## config.mk

```make
export PLATFORM = sky130hd
export DESIGN_NAME = bomberman_lives
export DESIGN_NICKNAME = d
export VERILOG_FILES = /design/src/rtl/bomberman_lives.sv
export SDC_FILE = /design/constraint.sdc
export NUM_CORES = 1
export LEC_CHECK = 0
export BUFFER_PORTS_ARGS = -buffer_cell sky130_fd_sc_hd__buf_4
export CORE_MARGIN = 4
export CORE_UTILIZATION = 54
export DETAILED_ROUTE_END_ITERATION = 16
export MAX_ROUTING_LAYER = met4
export PLACE_DENSITY_LB_ADDON = 0.15
export SYNTH_ARGS = -nofsm -noshare
export SYNTH_HDL_FRONTEND = slang
export SYNTH_SLANG_ARGS = --single-unit
```

## constraint.sdc

```tcl
create_clock -name clock -period 2.15 [get_ports clock]
set_input_delay 0.215 -clock clock [delete_from_list [all_inputs] [get_ports clock]]
set_output_delay 0.215 -clock clock [all_outputs]
set_load 0.03 [all_outputs]
```

## src/rtl/bomberman_lives.sv

```systemverilog
// Per-player life counters, post-hit invulnerability and winner latch for two players.
// Optional sprite blink strobes are built only when LIVES_BLINK_EN is defined.
module bomberman_lives #(
    parameter int START_LIVES    = 3,
    parameter int COOLDOWN_TICKS = 8
) (
    input  logic       clock,
    input  logic       reset,
    input  logic       player_reset,
    input  logic       refresh,
    input  logic       p1_hit,
    input  logic       p2_hit,
    output logic [1:0] p1_lives,
    output logic [1:0] p2_lives,
    output logic       p1_invuln,
    output logic       p2_invuln,
    output logic       p1_blink,
    output logic       p2_blink,
    output logic [1:0] winner
);

    typedef enum logic [1:0] {
        ALIVE  = 2'd0,
        INVULN = 2'd1,
        DEAD   = 2'd2
    } state_t;

    localparam logic [1:0] LIVES_INIT = 2'(START_LIVES);
    localparam logic [3:0] CD_INIT    = 4'(COOLDOWN_TICKS - 1);

    logic            refresh_q_reg;
    logic            tick;
    logic            step;
    logic            frozen;
    logic [1:0]      winner_reg;
    logic [1:0]      hit_vec;
    logic [1:0]      take_hit;
    logic [1:0]      dies;
    logic [1:0]      invuln_vec;
    logic [1:0]      blink_vec;
    logic [1:0][1:0] lives_vec;

    // refresh_q powers up high so a refresh already high at reset release is not a tick
    always_ff @(posedge clock or posedge reset) begin
        if (reset) refresh_q_reg <= 1'b1;
        else       refresh_q_reg <= refresh;
    end

    assign tick    = refresh && !refresh_q_reg;
    assign step    = tick && !player_reset;
    assign frozen  = (winner_reg != 2'd0);
    assign hit_vec = {p2_hit, p1_hit};

    generate
        for (genvar gi = 0; gi < 2; gi++) begin : g_player
            state_t     state_reg;
            logic [1:0] lives_reg;
            logic [3:0] cd_reg;
            logic       invuln_reg;
            logic       vulnerable;

            // The tick that ends the cooldown already counts as a vulnerable tick
            assign vulnerable   = (state_reg == ALIVE) ||
                                  (state_reg == INVULN && cd_reg == 4'd0);
            assign take_hit[gi] = step && !frozen && vulnerable && hit_vec[gi] &&
                                  (lives_reg != 2'd0);
            assign dies[gi]     = take_hit[gi] && (lives_reg == 2'd1);

            always_ff @(posedge clock or posedge reset) begin
                if (reset) begin
                    state_reg  <= ALIVE;
                    lives_reg  <= LIVES_INIT;
                    cd_reg     <= 4'd0;
                    invuln_reg <= 1'b0;
                end else if (player_reset) begin
                    state_reg  <= ALIVE;
                    lives_reg  <= LIVES_INIT;
                    cd_reg     <= 4'd0;
                    invuln_reg <= 1'b0;
                end else if (take_hit[gi]) begin
                    lives_reg <= lives_reg - 2'd1;
                    if (dies[gi]) begin
                        state_reg  <= DEAD;
                        cd_reg     <= 4'd0;
                        invuln_reg <= 1'b0;
                    end else begin
                        state_reg  <= INVULN;
                        cd_reg     <= CD_INIT;
                        invuln_reg <= 1'b1;
                    end
                end else if (step && state_reg == INVULN) begin
                    if (cd_reg == 4'd0) begin
                        state_reg  <= ALIVE;
                        invuln_reg <= 1'b0;
                    end else begin
                        cd_reg <= cd_reg - 4'd1;
                    end
                end
            end

            assign lives_vec[gi]  = lives_reg;
            assign invuln_vec[gi] = invuln_reg;

`ifdef LIVES_BLINK_EN
            logic blink_reg;

            always_ff @(posedge clock or posedge reset) begin
                if (reset) begin
                    blink_reg <= 1'b0;
                end else if (player_reset || take_hit[gi]) begin
                    blink_reg <= 1'b0;
                end else if (step && state_reg == INVULN) begin
                    blink_reg <= (cd_reg == 4'd0) ? 1'b0 : ~blink_reg;
                end
            end

            assign blink_vec[gi] = blink_reg;
`else
            assign blink_vec[gi] = 1'b0;
`endif
        end
    endgenerate

    // Bit 1 flags a P1 death, bit 0 a P2 death: 1 = P1 wins, 2 = P2 wins, 3 = draw
    always_ff @(posedge clock or posedge reset) begin
        if (reset) begin
            winner_reg <= 2'd0;
        end else if (player_reset) begin
            winner_reg <= 2'd0;
        end else if (dies != 2'b00) begin
            winner_reg <= {dies[0], dies[1]};
        end
    end

    assign p1_lives  = lives_vec[0];
    assign p2_lives  = lives_vec[1];
    assign p1_invuln = invuln_vec[0];
    assign p2_invuln = invuln_vec[1];
    assign p1_blink  = blink_vec[0];
    assign p2_blink  = blink_vec[1];
    assign winner    = winner_reg;

endmodule

```

==> results.json, run 1 <==
{
  "synth_top_cell_area_share": 0.334,
  "vdd_drop_max_v": 0.000364,
  "wirelength_mm": 1.88,
  "fp-row-count": 15,
  "place_inst": 141,
  "portBuffers": 13,
  "dp_slack_ns": 0.158,
  "synth_top_cell_by_area": "dfrtp_1",
  "crit_type": "reg2reg",
  "switchingPower_uw": 196,
  "syn_avg_cell_area_um2": 10.3,
  "ys_seq_area_frac": 0.459,
  "slowest_stage": "dfstp_2",
  "place_area_um2": 1180,
  "fin_tns_setup_ns": 0,
  "min_path_type": "in2async",
  "synth_ff_type": "dfrtp_1",
  "avgViaCountPerCell": 5.29,
  "antenna_found_initial": 0,
  "antennaDiodeCount": 0,
  "sw_frac_of_total": 0.283,
  "clock.fmax_mhz": 496,
  "syn_area_um2": 1050,
  "grt_overflow": 0,
  "slowest_delay_ns": 0.59,
  "synth-edff-count": 0,
  "largest_reg_flops": 8,
  "cts_made_buffers": 3,
  "p_per_area_nw_per_um2": 568,
  "power_uw": 694,
  "final_max_slew_viol_count": 0,
  "layout_setup_ws_ns": 0.134,
  "cts-root-buf": "clkbuf_4",
  "r2r_slack_ns": 0.13,
  "cp_max_fo": 5,
  "first_iter_violations": 6,
  "path_clk_slew_ns": 0.11,
  "cp-startpoint": "p2_lives[0]$_DFFE_PP1P_",
  "track_usage": 0.169,
  "hold_viol_final": 0,
  "first_pass_iters": 4,
  "place_congestion": 0.824,
  "rr_endpoint": "p2_lives[0]$_DFFE_PP1P_",
  "final_cell_area_um2": 1220,
  "end_kind": "flip-flop",
  "ys_types": 27,
  "internal_power_uw": 498,
  "share_comb_of_total_power": 0.175,
  "grt_pass1_wl_mm": 3.26,
  "fin_crit_sh": 0.937,
  "postSynthCellCount": 102,
  "tritoncts": "built",
  "startpoint_type": "flip-flop",
  "post_drt_wl_per_cell_um": 12.9,
  "reg2reg_from": "p2_lives[0]$_DFFE_PP1P_",
  "synthArstFlopShare": 1.00,
  "core_um2": 1780,
  "slew_headroom": 0.537,
  "r2r.worst_path.cells": 7,
  "ant_nets": 0,
  "clock_sinks": 19,
  "die_w_um": 52.1,
  "clockPowerShare": 0.269,
  "synth-seq-cells": 19,
  "layout.nets": 134,
  "vias": 773,
  "status": "completed",
  "rsz0062_at_grt": "false",
  "dp.final_hpwl_mm": 1.45,
  "io_pins": 16,
  "yosys-top-cells-area": "dfrtp_1, dfstp_2, ha_1",
  "worst_pin_slew_ns": 0.694,
  "fin_skew_ns": 0.00776,
  "syn2layout_area_growth_pct": 16.5,
  "drc": 0,
  "start_util": 0.588,
  "maxCapViolCount": 0,
  "post-route-min-period_ns": 2.02,
  "htree_levels": 1,
  "clock_latency_ns": 0.30,
  "cp.arrival_ns": 2.26,
  "worstPathRequired_ns": 2.39,
  "clk_path_buf_depth": 2,
  "grt_pass1_vias": 763,
  "die_area_um2": 2710,
  "ys_warn_count": 0,
  "grt_max_degree": 20,
  "p_leak_nw": 0.581,
  "power_frac_seq": 0.556,
  "layout-drive-gt1-share": 0.273,
  "final_cell_count_no_fill": 146,
  "die_h_um": 52.1,
  "crit_chain": "inv_1 -> ha_1 -> or3b_1 -> a2111oi_4 -> buf_4 -> nor3_1 -> a21oi_1",
  "final-setup-viol-count": 0
}
[worst max path at each step]
stage | end | slack [ns] | cells after the start
after detailed placement | p2_lives[0]$_DFFE_PP1P_ | 0.16 | 7
final | p2_lives[0]$_DFFE_PP1P_ | 0.13 | 7
after global routing | p2_lives[1]$_DFFE_PP1P_ | 0.02 | 7
after CTS | p2_lives[0]$_DFFE_PP1P_ | 0.13 | 7
after global placement | g_player[0].state_reg[0]$_DFFE_PP0P_ | 0.19 | 6
after floorplan | g_player[0].cd_reg[0]$_DFFE_PP0P_ | 0.05 | 6
[cell type report]
| cell class | instances | area [um^2] |
|---|---|---|
| fillers | 149 | 562 |
| multi-input cells | 67 | 499 |
| flip-flops and latches | 19 | 482 |
| repair buffers | 17 | 130 |
| inverters | 14 | 52.6 |
| well taps | 25 | 31.3 |
| clock buffers | 4 | 26.3 |
[what timing repair did]
item / CTS / global route
gates resized for setup: 0 / 0
setup buffers: 0 / 0
hold buffers: 0 / 1
endpoints found under the hold margin: 0 / 1
[routing by layer]
layer / vias up / global-route usage / share of wire
met3: 5 / 0.0372 / 0.034
li1: 381 / - / -
met1: 373 / 0.216 / 0.48
met5: - / - / 0
met4: 0 / 0.0699 / 0.020
met2: 14 / 0.259 / 0.47
[cells in the final DEF (no fill, tap or decap), types with 3 or more instances in the layout]
master     n
a21oi_1    5
buf_4     16
clkbuf_4   3
dfrtp_1   14
dfstp_2    5
ha_1       6
inv_1     14
nand3_1    4
nor2b_1    3
nor3_1     6
o21ai_0    4
o21ai_1    8
or2_2      3
or3b_1     3
xnor2_1    3
[worst max-delay path, delay by kind of cell (launching register included)]
| kind | cells | cell delay, ns |
|---|---|---|
| AND/OR/NAND/NOR | 2 | 0.43 |
| buffers and inverters | 2 | 0.26 |
| AO/OA/AOI/OAI | 2 | 0.48 |
| flip-flops | 1 | 0.59 |
| adder cells (fa/ha/maj) | 1 | 0.19 |
[synth_stat cells (3+ instances only)]
cell type	instances
o21ai_0	4
xnor2_1	3
inv_1	14
nand3_1	4
a21oi_1	5
or2_2	3
dfrtp_1	14
nor3_1	6
o21ai_1	8
dfstp_2	5
ha_1	6
nor2b_1	3
or3b_1	3
[per-stage QoR]
stage	hold slack [ns]	utilization
after floorplan	0.162	-
after global placement	0.335	0.665
after detailed placement	0.340	0.665
after CTS	0.0196	0.679
after global routing	0.0564	0.685
final	0.00346	0.685
[power groups by stage]
stage	clock network [mW]	registers (mW)	logic, mW
after floorplan	0	0.401	0.0808
after global placement	0	0.392	0.117
after detailed placement	0	0.393	0.121
after CTS	0.189	0.386	0.121
after global routing	0.209	0.388	0.136
final	0.187	0.386	0.122
[logic make-up (layout without fill, tap and decap cells)]
group           count (synthesis)  in the layout  share of synthesized area
mux                             4              4                     0.0406
buf+inv                        17             35                     0.0680
other cells                     1              2                    0.00358
xor+xnor                        4              4                     0.0334
fa+ha+maj                       6              6                     0.0716
simple gates                   30             30                      0.175
flops                          19             19                      0.459
compound gates                 21             21                      0.148
(Power assumes the default switching activity.)
==> inputs of run 2 (changes only) <==
Settings changed: RECOVER_POWER set to 25.
==> run 2 against run 1 <==
  * Combinational power about the same
  * Wire length did not move
  * Fmax stayed put
  * Critical path type unchanged
==> results.json, run 2 (synthesis results as in run 1) <==
{
  "fillerInstances": 149,
  "core_um2": 1780,
  "place_congestion": 0.824,
  "clock_latency_ns": 0.30,
  "final_cell_area_um2": 1220,
  "cp_max_fo": 5,
  "crit_chain": "inv_1 -> ha_1 -> or3b_1 -> a2111oi_4 -> buf_4 -> nor3_1 -> a21oi_1",
  "place_inst": 141,
  "startpoint_type": "flip-flop",
  "end_kind": "flip-flop",
  "slowest_delay_ns": 0.59,
  "clockPowerShare": 0.269,
  "layout_setup_ws_ns": 0.134,
  "power_frac_seq": 0.556,
  "regArea_um2": 482,
  "dp.final_hpwl_mm": 1.45,
  "min_path_type": "in2async",
  "tritoncts": "built",
  "grt_pass1_vias": 763,
  "switchingPower_uw": 196,
  "ant_nets": 0,
  "clock_sinks": 19,
  "fp-row-count": 15,
  "largest_reg_flops": 8,
  "grt_overflow": 0,
  "wirelength_mm": 1.88,
  "worst_pin_slew_ns": 0.695,
  "antenna_found_initial": 0,
  "hold_viol_final": 0,
  "clk_path_buf_depth": 2,
  "path_delay_family": "flip-flops",
  "whs_ns": 0.00427,
  "dp_slack_ns": 0.158,
  "reg2reg_from": "p2_lives[0]$_DFFE_PP1P_",
  "cp.arrival_ns": 2.26,
  "layout.nets": 134,
  "avgViaCountPerCell": 5.29,
  "rsz0062_at_grt": "false",
  "die_h_um": 52.1,
  "cts_resized": 0,
  "portBuffers": 13,
  "vias": 773,
  "post_drt_wl_per_cell_um": 12.9,
  "final_max_slew_viol_count": 0,
  "die_w_um": 52.1,
  "p_leak_nw": 0.581,
  "multiInputGateArea_um2": 499,
  "final_common_cell": "buf_4",
  "internal_power_uw": 498,
  "rr_endpoint": "p2_lives[0]$_DFFE_PP1P_",
  "first_iter_violations": 6,
  "die_area_um2": 2710,
  "crit_buf_inv": 2,
  "cts_made_buffers": 3,
  "fin_tns_setup_ns": 0,
  "antennaDiodeCount": 0,
  "slowest_stage": "dfstp_2",
  "grt_max_degree": 20,
  "htree_levels": 1,
  "final_cell_mix": "buf_4, inv_1, dfrtp_1, o21ai_1",
  "post_cts_buffers": 0,
  "vdd_drop_max_v": 0.000364,
  "r2r.worst_path.cells": 7,
  "slew_headroom": 0.536,
  "syn2layout_area_growth_pct": 16.5,
  "clock.fmax_mhz": 496,
  "post-route-min-period_ns": 2.02,
  "drc": 0,
  "final_cell_count_no_fill": 146,
  "place_area_um2": 1180,
  "r2r_slack_ns": 0.13,
  "layout-drive-gt1-share": 0.273,
  "start_util": 0.588,
  "path_clk_slew_ns": 0.11,
  "final-setup-viol-count": 0,
  "fin_crit_sh": 0.937,
  "fin_skew_ns": 0.00776,
  "crit_type": "reg2reg",
  "final_core_util": 0.685,
  "share_comb_of_total_power": 0.175,
  "cts-root-buf": "clkbuf_4",
  "track_usage": 0.169,
  "status": "completed",
  "sw_frac_of_total": 0.283,
  "first_pass_iters": 4,
  "worstPathRequired_ns": 2.39,
  "p_per_area_nw_per_um2": 568,
  "power_uw": 694,
  "grt_pass1_wl_mm": 3.26,
  "maxCapViolCount": 0,
  "io_pins": 16
}
-- run 2: cell types whose count changed in the layout (fill, tap and decap cells not counted) --
cell      delta
buf_4        -1
clkbuf_4     +1
-- run 2: how the worst max path moves through the flow --
stage | slack [ns] | cells after the start | to | from
global route | 0.02 | 7 | p2_lives[1]$_DFFE_PP1P_ | p2_lives[0]$_DFFE_PP1P_
floorplan | 0.05 | 6 | g_player[0].cd_reg[0]$_DFFE_PP0P_ | p1_lives[0]$_DFFE_PP1P_
global placement | 0.19 | 6 | g_player[0].state_reg[0]$_DFFE_PP0P_ | p1_lives[0]$_DFFE_PP1P_
finish | 0.13 | 7 | p2_lives[0]$_DFFE_PP1P_ | p2_lives[0]$_DFFE_PP1P_
CTS | 0.13 | 7 | p2_lives[0]$_DFFE_PP1P_ | p2_lives[0]$_DFFE_PP1P_
detailed placement | 0.16 | 7 | p2_lives[0]$_DFFE_PP1P_ | p2_lives[0]$_DFFE_PP1P_
-- run 2: what timing repair did --
action	4_1_cts	5_1_grt
hold buffers	0	1
hold endpoints to repair	0	1
setup endpoints to repair	0	0
-- run 2: power groups by stage --
| stage | logic (mW) | registers [mW] | clock network (mW) |
|---|---|---|---|
| floorplan | 0.0808 | 0.401 | 0 |
| global placement | 0.117 | 0.392 | 0 |
| detailed placement | 0.121 | 0.393 | 0 |
| CTS | 0.121 | 0.386 | 0.189 |
| global route | 0.136 | 0.388 | 0.209 |
| finish | 0.122 | 0.386 | 0.187 |
-- run 2: layout make-up --
| type | count | area share |
|---|---|---|
| multi-input combinational | 67 | 0.409 |
| clock buffer | 4 | 0.0215 |
| inverter | 14 | 0.0430 |
| tap | 25 | 0.0256 |
| sequential | 19 | 0.394 |
| timing repair buffer | 17 | 0.107 |
-- run 2: layer usage --
| metal | GRT usage | routed length, um |
|---|---|---|
| met1 | 0.216 | 902 |
| met2 | 0.259 | 874 |
| met3 | 0.0372 | 65 |
| met4 | 0.0699 | 37 |
| met5 | - | 0 |
